`config.mk`:
```
export PLATFORM = sky130hd
export DESIGN_NAME = vec_alu_seq_flat
export DESIGN_NICKNAME = d
export VERILOG_FILES = /design/src/rtl/vec_ctrl_pkg.sv /design/src/rtl/vec_alu_seq_if.sv /design/src/rtl/vec_addr_gen.sv /design/src/rtl/vec_alu_seq.sv /design/src/flat_wrapper.sv
export SDC_FILE = /design/constraint.sdc
export NUM_CORES = 1
export LEC_CHECK = 0
export CAP_MARGIN = 30
export CORE_AREA = 2 2 285 287
export DETAILED_ROUTE_END_ITERATION = 8
export DIE_AREA = 0 0 287 289
export MAX_ROUTING_LAYER = met4
export PLACE_DENSITY = 0.46
export REMOVE_ABC_BUFFERS = 1
export SYNTH_ARGS = -nofsm -noshare
export SYNTH_HDL_FRONTEND = slang
export SYNTH_SLANG_ARGS = --single-unit
```
`constraint.sdc`:
```
create_clock -name clk -period 2.9 [get_ports clk]
set_input_delay 0.435 -clock clk [delete_from_list [all_inputs] [get_ports clk]]
set_output_delay 0.435 -clock clk [all_outputs]
set_load 0.01 [all_outputs]
```
`src/rtl/vec_ctrl_pkg.sv`:
```
// Shared control definitions for the modular vector ALU block.
// Holds the opcode constants (also used by the decoder and the ALU),
// the sequencer FSM state encoding and the read-to-write drain depth.
package vec_ctrl_pkg;

  localparam logic [2:0] OP_ADD = 3'd0;
  localparam logic [2:0] OP_SUB = 3'd1;
  localparam logic [2:0] OP_MUL = 3'd2;

  // Cycles between the last read issue and completion: data return + write.
  localparam int DRAIN_CYCLES = 2;

  typedef enum logic [1:0] {
    ST_IDLE  = 2'd0,
    ST_ISSUE = 2'd1,
    ST_DRAIN = 2'd2,
    ST_DONE  = 2'd3
  } seq_state_e;

  // Per-command ALU configuration, held constant for the whole command.
  typedef struct packed {
    logic [2:0]  op;
    logic [63:0] q;
    logic [63:0] mu;
  } alu_cfg_t;

  function automatic logic op_legal(input logic [2:0] op);
    return op <= OP_MUL;
  endfunction

endpackage

```
`src/rtl/vec_alu_seq_if.sv`:
```
// Bus bundle of the vector ALU sequencer: command handshake from the decoder,
// scratchpad read/write ports, ALU operand/result wires and status.
// slave  : the sequencer side.
// master : the environment side (decoder, scratchpad, ALU).
interface vec_alu_seq_if #(
  parameter int ADDR_W = 10,
  parameter int LEN_W  = 11
);
  // command
  logic              cmd_valid;
  logic              cmd_ready;
  logic [2:0]        cmd_op;
  logic [ADDR_W-1:0] cmd_src_a;
  logic [ADDR_W-1:0] cmd_src_b;
  logic [ADDR_W-1:0] cmd_dst;
  logic [LEN_W-1:0]  cmd_len;
  logic [63:0]       cmd_q;
  logic [63:0]       cmd_mu;
  // scratchpad
  logic              rd_en;
  logic [ADDR_W-1:0] rd_a_addr;
  logic [ADDR_W-1:0] rd_b_addr;
  logic [63:0]       rd_a_data;
  logic [63:0]       rd_b_data;
  logic              wr_en;
  logic [ADDR_W-1:0] wr_addr;
  logic [63:0]       wr_data;
  // ALU
  logic [2:0]        alu_opcode;
  logic [63:0]       alu_op_a;
  logic [63:0]       alu_op_b;
  logic [63:0]       alu_q;
  logic [63:0]       alu_mu;
  logic [63:0]       alu_res;
  // status
  logic              busy;
  logic              done;
  logic              err;

  modport slave (
    input  cmd_valid, cmd_op, cmd_src_a, cmd_src_b, cmd_dst, cmd_len, cmd_q, cmd_mu,
    input  rd_a_data, rd_b_data, alu_res,
    output cmd_ready, rd_en, rd_a_addr, rd_b_addr, wr_en, wr_addr, wr_data,
    output alu_opcode, alu_op_a, alu_op_b, alu_q, alu_mu, busy, done, err
  );

  modport master (
    output cmd_valid, cmd_op, cmd_src_a, cmd_src_b, cmd_dst, cmd_len, cmd_q, cmd_mu,
    output rd_a_data, rd_b_data, alu_res,
    input  cmd_ready, rd_en, rd_a_addr, rd_b_addr, wr_en, wr_addr, wr_data,
    input  alu_opcode, alu_op_a, alu_op_b, alu_q, alu_mu, busy, done, err
  );
endinterface

```
`src/rtl/vec_addr_gen.sv`:
```
// Element counter and address generation for the vector sequencer.
// clk_i/rst_n  : clock, async active-low reset
// start_i      : clear the counter (command accept)
// step_i       : advance one element (a read is issued this cycle)
// len_i        : latched vector length (nonzero while stepping)
// src_a_i/src_b_i/dst_i : latched base addresses
// rd_a_addr_o/rd_b_addr_o/dst_addr_o : base + i, modulo 2^ADDR_W
// last_o       : current element is the final one
module vec_addr_gen #(
  parameter int ADDR_W = 10,
  parameter int LEN_W  = 11
) (
  input  logic              clk,
  input  logic              rst_n,
  input  logic              start_i,
  input  logic              step_i,
  input  logic [LEN_W-1:0]  len_i,
  input  logic [ADDR_W-1:0] src_a_i,
  input  logic [ADDR_W-1:0] src_b_i,
  input  logic [ADDR_W-1:0] dst_i,
  output logic [ADDR_W-1:0] rd_a_addr_o,
  output logic [ADDR_W-1:0] rd_b_addr_o,
  output logic [ADDR_W-1:0] dst_addr_o,
  output logic              last_o
);
  logic [LEN_W-1:0]  cnt_q;
  logic [ADDR_W-1:0] idx;

  // Truncation to ADDR_W gives the modulo-2^ADDR_W wrap for free.
  assign idx         = cnt_q[ADDR_W-1:0];
  assign rd_a_addr_o = src_a_i + idx;
  assign rd_b_addr_o = src_b_i + idx;
  assign dst_addr_o  = dst_i + idx;
  assign last_o      = (cnt_q == len_i - LEN_W'(1));

  // Counter parks at 0 after the last element so the next command starts clean.
  always_ff @(posedge clk or negedge rst_n) begin
    if (!rst_n)       cnt_q <= '0;
    else if (start_i) cnt_q <= '0;
    else if (step_i)  cnt_q <= last_o ? '0 : cnt_q + LEN_W'(1);
  end
endmodule

```
`src/rtl/vec_alu_seq.sv`:
```
// Vector ALU sequencer: accepts one command, streams element pairs from the
// scratchpad read ports through the combinational ALU and writes results back.
// clk/rst_n : clock, async active-low reset
// bus       : command handshake, scratchpad ports, ALU wires, busy/done/err
// Pipeline: read issue (i) -> data/ALU (i+1) -> registered write (i+2).
module vec_alu_seq
  import vec_ctrl_pkg::*;
#(
  parameter int ADDR_W = 10,
  parameter int LEN_W  = 11
) (
  input logic           clk,
  input logic           rst_n,
  vec_alu_seq_if.slave  bus
);
  localparam int DW = (DRAIN_CYCLES > 1) ? $clog2(DRAIN_CYCLES) : 1;
  localparam logic [DW-1:0] DRAIN_LAST = DW'(DRAIN_CYCLES - 1);

  seq_state_e        state_q;
  alu_cfg_t          cfg_q;
  logic [ADDR_W-1:0] src_a_q, src_b_q, dst_q;
  logic [LEN_W-1:0]  len_q;
  logic              ready_q, busy_q, rd_en_q, done_q, err_q;
  logic [DW-1:0]     drain_q;

  // vld_pipe[0]: read data valid this cycle, vld_pipe[1]: write this cycle
  logic [1:0]        vld_pipe;
  logic [ADDR_W-1:0] d1_addr_q, wr_addr_q;
  logic [63:0]       wr_data_q;

  logic [ADDR_W-1:0] dst_addr;
  logic              last, accept;

  assign accept = bus.cmd_valid && ready_q;

  vec_addr_gen #(.ADDR_W(ADDR_W), .LEN_W(LEN_W)) u_addr (
    .clk        (clk),
    .rst_n      (rst_n),
    .start_i    (accept),
    .step_i     (rd_en_q),
    .len_i      (len_q),
    .src_a_i    (src_a_q),
    .src_b_i    (src_b_q),
    .dst_i      (dst_q),
    .rd_a_addr_o(bus.rd_a_addr),
    .rd_b_addr_o(bus.rd_b_addr),
    .dst_addr_o (dst_addr),
    .last_o     (last)
  );

  always_ff @(posedge clk or negedge rst_n) begin
    if (!rst_n) begin
      state_q <= ST_IDLE;
      cfg_q   <= '0;
      src_a_q <= '0;
      src_b_q <= '0;
      dst_q   <= '0;
      len_q   <= '0;
      ready_q <= 1'b1;
      busy_q  <= 1'b0;
      rd_en_q <= 1'b0;
      done_q  <= 1'b0;
      err_q   <= 1'b0;
      drain_q <= '0;
    end else begin
      done_q <= 1'b0;
      err_q  <= 1'b0;
      unique case (state_q)
        ST_IDLE: if (accept) begin
          cfg_q   <= '{op: bus.cmd_op, q: bus.cmd_q, mu: bus.cmd_mu};
          src_a_q <= bus.cmd_src_a;
          src_b_q <= bus.cmd_src_b;
          dst_q   <= bus.cmd_dst;
          len_q   <= bus.cmd_len;
          ready_q <= 1'b0;
          busy_q  <= 1'b1;
          // Empty or illegal commands skip straight to completion.
          if (bus.cmd_len == '0 || !op_legal(bus.cmd_op)) begin
            state_q <= ST_DONE;
            done_q  <= 1'b1;
            err_q   <= !op_legal(bus.cmd_op);
          end else begin
            state_q <= ST_ISSUE;
            rd_en_q <= 1'b1;
          end
        end
        ST_ISSUE: if (last) begin
          rd_en_q <= 1'b0;
          drain_q <= '0;
          state_q <= ST_DRAIN;
        end
        ST_DRAIN: begin
          if (drain_q == DRAIN_LAST) begin
            state_q <= ST_DONE;
            done_q  <= 1'b1;
          end else begin
            drain_q <= drain_q + DW'(1);
          end
        end
        ST_DONE: begin
          state_q <= ST_IDLE;
          ready_q <= 1'b1;
          busy_q  <= 1'b0;
        end
        default: state_q <= ST_IDLE;
      endcase
    end
  end

  // Write stage: the destination address travels alongside the read data so
  // the element written always matches the element read two cycles earlier.
  always_ff @(posedge clk or negedge rst_n) begin
    if (!rst_n) begin
      vld_pipe  <= '0;
      d1_addr_q <= '0;
      wr_addr_q <= '0;
      wr_data_q <= '0;
    end else begin
      vld_pipe  <= {vld_pipe[0], rd_en_q};
      d1_addr_q <= dst_addr;
      if (vld_pipe[0]) begin
        wr_addr_q <= d1_addr_q;
        wr_data_q <= bus.alu_res;
      end
    end
  end

  assign bus.cmd_ready  = ready_q;
  assign bus.busy       = busy_q;
  assign bus.done       = done_q;
  assign bus.err        = err_q;
  assign bus.rd_en      = rd_en_q;
  assign bus.wr_en      = vld_pipe[1];
  assign bus.wr_addr    = wr_addr_q;
  assign bus.wr_data    = wr_data_q;
  assign bus.alu_opcode = cfg_q.op;
  assign bus.alu_q      = cfg_q.q;
  assign bus.alu_mu     = cfg_q.mu;
  assign bus.alu_op_a   = bus.rd_a_data;
  assign bus.alu_op_b   = bus.rd_b_data;
endmodule
```
`src/flat_wrapper.sv`:
```
// flat-port wrapper written by rule: the top's interface ports become plain ports
module vec_alu_seq_flat import vec_ctrl_pkg::*;
#(
  parameter int ADDR_W = 10,
  parameter int LEN_W  = 11
)
  (clk, rst_n, bus_cmd_valid, bus_cmd_op, bus_cmd_src_a, bus_cmd_src_b, bus_cmd_dst, bus_cmd_len, bus_cmd_q, bus_cmd_mu, bus_rd_a_data, bus_rd_b_data, bus_alu_res, bus_cmd_ready, bus_rd_en, bus_rd_a_addr, bus_rd_b_addr, bus_wr_en, bus_wr_addr, bus_wr_data, bus_alu_opcode, bus_alu_op_a, bus_alu_op_b, bus_alu_q, bus_alu_mu, bus_busy, bus_done, bus_err);
  vec_alu_seq_if #(.ADDR_W(ADDR_W), .LEN_W(LEN_W)) bus_i ();
  input logic clk;
  input logic rst_n;
  input wire logic [$bits(bus_i.cmd_valid)-1:0] bus_cmd_valid;
  input wire logic [$bits(bus_i.cmd_op)-1:0] bus_cmd_op;
  input wire logic [$bits(bus_i.cmd_src_a)-1:0] bus_cmd_src_a;
  input wire logic [$bits(bus_i.cmd_src_b)-1:0] bus_cmd_src_b;
  input wire logic [$bits(bus_i.cmd_dst)-1:0] bus_cmd_dst;
  input wire logic [$bits(bus_i.cmd_len)-1:0] bus_cmd_len;
  input wire logic [$bits(bus_i.cmd_q)-1:0] bus_cmd_q;
  input wire logic [$bits(bus_i.cmd_mu)-1:0] bus_cmd_mu;
  input wire logic [$bits(bus_i.rd_a_data)-1:0] bus_rd_a_data;
  input wire logic [$bits(bus_i.rd_b_data)-1:0] bus_rd_b_data;
  input wire logic [$bits(bus_i.alu_res)-1:0] bus_alu_res;
  output wire logic [$bits(bus_i.cmd_ready)-1:0] bus_cmd_ready;
  output wire logic [$bits(bus_i.rd_en)-1:0] bus_rd_en;
  output wire logic [$bits(bus_i.rd_a_addr)-1:0] bus_rd_a_addr;
  output wire logic [$bits(bus_i.rd_b_addr)-1:0] bus_rd_b_addr;
  output wire logic [$bits(bus_i.wr_en)-1:0] bus_wr_en;
  output wire logic [$bits(bus_i.wr_addr)-1:0] bus_wr_addr;
  output wire logic [$bits(bus_i.wr_data)-1:0] bus_wr_data;
  output wire logic [$bits(bus_i.alu_opcode)-1:0] bus_alu_opcode;
  output wire logic [$bits(bus_i.alu_op_a)-1:0] bus_alu_op_a;
  output wire logic [$bits(bus_i.alu_op_b)-1:0] bus_alu_op_b;
  output wire logic [$bits(bus_i.alu_q)-1:0] bus_alu_q;
  output wire logic [$bits(bus_i.alu_mu)-1:0] bus_alu_mu;
  output wire logic [$bits(bus_i.busy)-1:0] bus_busy;
  output wire logic [$bits(bus_i.done)-1:0] bus_done;
  output wire logic [$bits(bus_i.err)-1:0] bus_err;
  assign bus_i.cmd_valid = bus_cmd_valid;
  assign bus_i.cmd_op = bus_cmd_op;
  assign bus_i.cmd_src_a = bus_cmd_src_a;
  assign bus_i.cmd_src_b = bus_cmd_src_b;
  assign bus_i.cmd_dst = bus_cmd_dst;
  assign bus_i.cmd_len = bus_cmd_len;
  assign bus_i.cmd_q = bus_cmd_q;
  assign bus_i.cmd_mu = bus_cmd_mu;
  assign bus_i.rd_a_data = bus_rd_a_data;
  assign bus_i.rd_b_data = bus_rd_b_data;
  assign bus_i.alu_res = bus_alu_res;
  assign bus_cmd_ready = bus_i.cmd_ready;
  assign bus_rd_en = bus_i.rd_en;
  assign bus_rd_a_addr = bus_i.rd_a_addr;
  assign bus_rd_b_addr = bus_i.rd_b_addr;
  assign bus_wr_en = bus_i.wr_en;
  assign bus_wr_addr = bus_i.wr_addr;
  assign bus_wr_data = bus_i.wr_data;
  assign bus_alu_opcode = bus_i.alu_opcode;
  assign bus_alu_op_a = bus_i.alu_op_a;
  assign bus_alu_op_b = bus_i.alu_op_b;
  assign bus_alu_q = bus_i.alu_q;
  assign bus_alu_mu = bus_i.alu_mu;
  assign bus_busy = bus_i.busy;
  assign bus_done = bus_i.done;
  assign bus_err = bus_i.err;
  vec_alu_seq #(.ADDR_W(ADDR_W), .LEN_W(LEN_W)) u_core (.clk(clk), .rst_n(rst_n), .bus(bus_i));
endmodule
```
==> load_flow_metrics.sql <==
INSERT INTO impl_metrics (metric_group, metric, value, unit) VALUES
('outcome', 'status', 'finished, violations left', ''),
('outcome', 'violations', 'negative setup slack', ''),
('global_routing', 'pin_count_of_the_biggest_net_entering_global_routing', '95', ''),
('synth', 'synthesis.instances', '1305', ''),
('setup_path', 'setup.worst_path.start', 'u_core.u_addr.cnt_q[0]', ''),
('die', 'io_pins', '726', ''),
('setup_path', 'path_max_fanout', '2', ''),
('clock_network', 'cts.sink_count', '277', ''),
('timing', 'slew_viol_final', '0', ''),
('cells_and_area', 'nets', '2096', ''),
('timing', 'crit_path_setup_slack_layout', '-331', 'ps'),
('synth', 'ys_dominant_reg_cell', 'dfrtp_1', ''),
('hold_path', 'hold_start', 'bus_cmd_mu[16]', ''),
('timing', 'setup_total_negative_slack', '-1850', 'ps'),
('cells_and_area', 'layout.cell_area.non_filler', '19700', 'sq um'),
('setup_path', 'worst-r2r-setup-slack', '390', 'ps'),
('synth', 'synth_cell_type_count', '52', ''),
('synth', 'synth_enable_flop_cells', '0', ''),
('cells_and_area', 'drive_gt1_share', '14.7', '%'),
('run', 'timing.max_cap.violations', '0', ''),
('timing', 'finalHoldViolations', '0', ''),
('detailed_routing', 'routed_via_density', '3.87', ''),
('hold_path', 'worstHoldPathType', 'in2reg', ''),
('setup_path', 'reg2reg_to', 'u_core.d1_addr_q[8]', ''),
('global_routing', 'number_of_antenna_violations_at_the_first_check_in_global_routing', '5', ''),
('cells_and_area', 'multi_input_area', '4760', 'sq um'),
('clock_network', 'clock_tree.htree_level_count', '2', ''),
('die', 'die_area', '82900', 'sq um'),
('global_routing', 'grt_overflow', '0', ''),
('detailed_routing', 'route.vias.total', '10770', ''),
('synth', 'syn-cell-area', '12700', 'sq um'),
('clock_network', 'cts.path.max_buffers', '3', ''),
('setup_path', 'r2r_cells', '13', ''),
('placed_design', 'detailed_place.area', '18000', 'sq um'),
('clock_network', 'root_buffer', 'clkbuf_16', ''),
('synth', 'ys_warn_count', '0', ''),
('timing', 'final_min_period_over_clock_period', '111', '%'),
('clock_network', 'clk-insertion-delay-late', '550', 'ps'),
('placed_design', 'io_buffer_count', '469', ''),
('setup_path', 'critPathCapture', 'bus_rd_b_addr[9]', ''),
('global_routing', 'number_of_global_route_vias_before_repair', '10969', ''),
('timing', 'report.final.setup_viol', '9', ''),
('timing', 'clock.fmax', '309', 'MHz'),
('detailed_routing', 'initialDrtViolationCount', '655', ''),
('cells_and_area', 'area_delta_synth_final', '54.6', '%'),
('timing', 'rsz_0062_raised_after_global_routing', 'true', ''),
('placed_design', 'gpl.final_weighted_congestion', '0.790', ''),
('timing', 'hold_slack', '414', 'ps'),
('synth', 'synth_async_sr_flop_share', '100', '%'),
('detailed_routing', 'routed_wirelength', '69700', 'microns'),
('cells_and_area', 'sequential_cell_area', '6940', 'sq um'),
('clock_network', 'worst_setup_hold_path_clk_slew', '60', 'ps'),
('setup_path', 'reg2reg_from', 'u_core.u_addr.cnt_q[0]', ''),
('clock_network', 'cts_buffers', '38', ''),
('cells_and_area', 'fillers', '8544', ''),
('global_routing', 'groute.usage.overall', '16.8', '%'),
('synth', 'synth-seq-cells', '277', ''),
('detailed_routing', 'drcViolationCount', '0', ''),
('timing', 'period_needed', '3230', 'ps'),
('detailed_routing', 'postRouteAntennaNets', '0', ''),
('setup_path', 'worst_setup_path_start_kind', 'register', ''),
('timing', 'timing_worst_slew_pin_value', '593', 'ps'),
('pwr', 'worst_vdd_ir', '0.402', 'mV'),
('synth', 'postSynthAreaPerCell', '9.76', 'sq um'),
('pwr', 'power_density', '951', 'nW/um^2'),
('pwr', 'leakage', '9.02', 'nW'),
('setup_path', 'endpoint_kind', 'primary output', ''),
('placed_design', 'dp_hpwl', '53100', 'microns'),
('synth', 'yosysSeqAreaShare', '54.4', '%'),
('timing', 'slew-limit-headroom', '60.5', '%'),
('detailed_routing', 'detailed_route_wire_length_per_cell', '25.1', 'microns'),
('placed_design', 'preCtsSetupSlack', '-270', 'ps'),
('die', 'coreArea', '79900', 'sq um'),
('setup_path', 'crit_arrival', '2800', 'ps'),
('timing', 'clock-skew-final', '14.7', 'ps'),
('die', 'die_w', '287', 'microns'),
('setup_path', 'crit_required', '2470', 'ps'),
('die', 'die-height', '289', 'microns'),
('setup_path', 'criticalPathCategory', 'reg2out', ''),
('global_routing', 'grt_first_pass_wirelength', '93000', 'microns'),
('detailed_routing', 'drt-pass1-iter-count', '5', ''),
('clock_network', 'clock_tree_from_tritoncts', 'built', ''),
('die', 'initial_core_util', '15.9', '%'),
('die', 'row_count', '104', '');
worst max-delay path, cell delays in order (launching register included):
cell       delay, ps
dfrtp_1          390
ha_2             190
buf_6            110
a21o_1           180
a21oi_2          140
o21bai_1          90
buf_4            170
a2111oi_4        340
o31ai_2          140
a21oi_2          180
xnor2_2          150
buf_4            160
cells by family after synthesis:
| kind of cell | synth area share (%) |
|---|---|
| AO/OA/AOI/OAI | 3.80 |
| XOR/XNOR | 3.16 |
| adder cells (fa/ha/maj) | 3.71 |
| buffers and inverters | 9.81 |
| flip-flops | 54.4 |
| multiplexers | 6.78 |
| AND/OR/NAND/NOR | 18.3 |
power breakdown:
part	internal, W	switching [W]	leakage, nW	total, W
Combinational	0.00382	0.00360	4.92	0.00743
Sequential	0.00521	0.000835	3.42	0.00604
Clock	0.00337	0.00190	0.681	0.00527
registers in the layout, summed over array words and instances (netlist names), 3 cells and up:
signal,count
u_core.src_b_q,10
u_core.d1_addr_q,10
u_core.bus.alu_q,64
u_core.src_a_q,10
u_core.dst_q,10
u_core.bus.alu_mu,64
u_core.bus.alu_opcode,3
u_core.len_q,11
u_core.bus.wr_addr,10
u_core.u_addr.cnt_q,11
u_core.bus.wr_data,64
repair_timing:
| action | 4_1_cts | 5_1_grt |
|---|---|---|
| resized for setup | 69 | 25 |
| buffers inserted | 13 | 2 |
| hold buffers | 1 | 0 |
| endpoints found under the setup margin | 16 | 15 |
| hold endpoints to repair | 60 | 0 |
| pin swaps | 25 | 8 |
cell usage in the layout, fill, tap and decap left out, types with 7 or more instances in the layout:
cell type and instances:
o21ai_0 18, nor3_1 7, nand3_1 9, nor2_1 23, clkbuf_8 8, clkbuf_16 39, a21oi_1 17, xnor2_1 21
dfrtp_1 274, nand2_1 519, xor2_1 19, a21o_1 7, ha_1 29, bufinv_16 8, mux2_2 74, a21oi_2 8
clkdlybuf4s50_1 450, inv_1 23, buf_4 51
cell type report:
class / instances / area share (%)
timing repair buffer: 526 / 26.3
multi-input combinational: 823 / 24.2
sequential: 277 / 35.2
inverter: 27 / 0.527
clock buffer: 51 / 5.59
clock inverter: 15 / 1.47
antenna: 4 / 0.0508
tap: 1060 / 6.73
stage by stage:
stage	total power, W	std cells	utilization (%)
5_1_grt	0.0200	2783	24.7
4_1_cts	0.0190	2779	24.5
3_3_place_gp	0.0133	2700	22.6
2_1_floorplan	0.00918	1127	-
6_report	0.0187	2783	24.7
3_5_place_dp	0.0134	2700	22.6
how the worst min path moves through the flow:
stage / to / slack, ps / depth (start not counted)
2_1_floorplan: u_core.bus.alu_mu[0] / 140 / 0
3_3_place_gp: u_core.bus.wr_data[19] / 460 / 1
3_5_place_dp: u_core.bus.wr_data[1] / 460 / 1
4_1_cts: u_core.bus.alu_mu[7] / 360 / 3
5_1_grt: u_core.bus.alu_q[54] / 390 / 3
6_report: u_core.bus.alu_mu[16] / 410 / 3
cells in the mapped netlist (2+ instances only):
master | instances | share of area (%)
a2111oi_0 | 2 | 0.14
a21o_1 | 7 | 0.41
a21oi_1 | 25 | 0.98
and2_1 | 2 | 0.098
and3_1 | 6 | 0.29
buf_4 | 128 | 7.5
clkbuf_1 | 49 | 1.4
dfrtp_1 | 276 | 54
fa_1 | 3 | 0.47
ha_1 | 33 | 3.2
inv_1 | 27 | 0.80
mux2_2 | 74 | 6.5
mux2i_1 | 3 | 0.24
nand2_1 | 520 | 15
nand2b_1 | 2 | 0.098
nand3_1 | 9 | 0.35
nand4_1 | 2 | 0.098
nor2_1 | 23 | 0.68
nor2b_1 | 2 | 0.098
nor3_1 | 7 | 0.27
nor4_1 | 4 | 0.20
o21ai_0 | 20 | 0.79
o21bai_1 | 4 | 0.24
o22ai_1 | 2 | 0.098
o31ai_1 | 2 | 0.12
or2_2 | 2 | 0.098
or3_1 | 2 | 0.098
xnor2_1 | 26 | 1.8
xor2_1 | 20 | 1.4
per-layer routing:
layer / routed length (microns) / global-route usage (%) / vias up
met5: 0 / - / -
met4: 784 / 2.53 / 0
met3: 15100 / 17.1 / 57
met2: 26000 / 20.7 / 766
met1: 27900 / 18.7 / 5119
li1: - / - / 4828
Power figures use the tool's default switching activity.
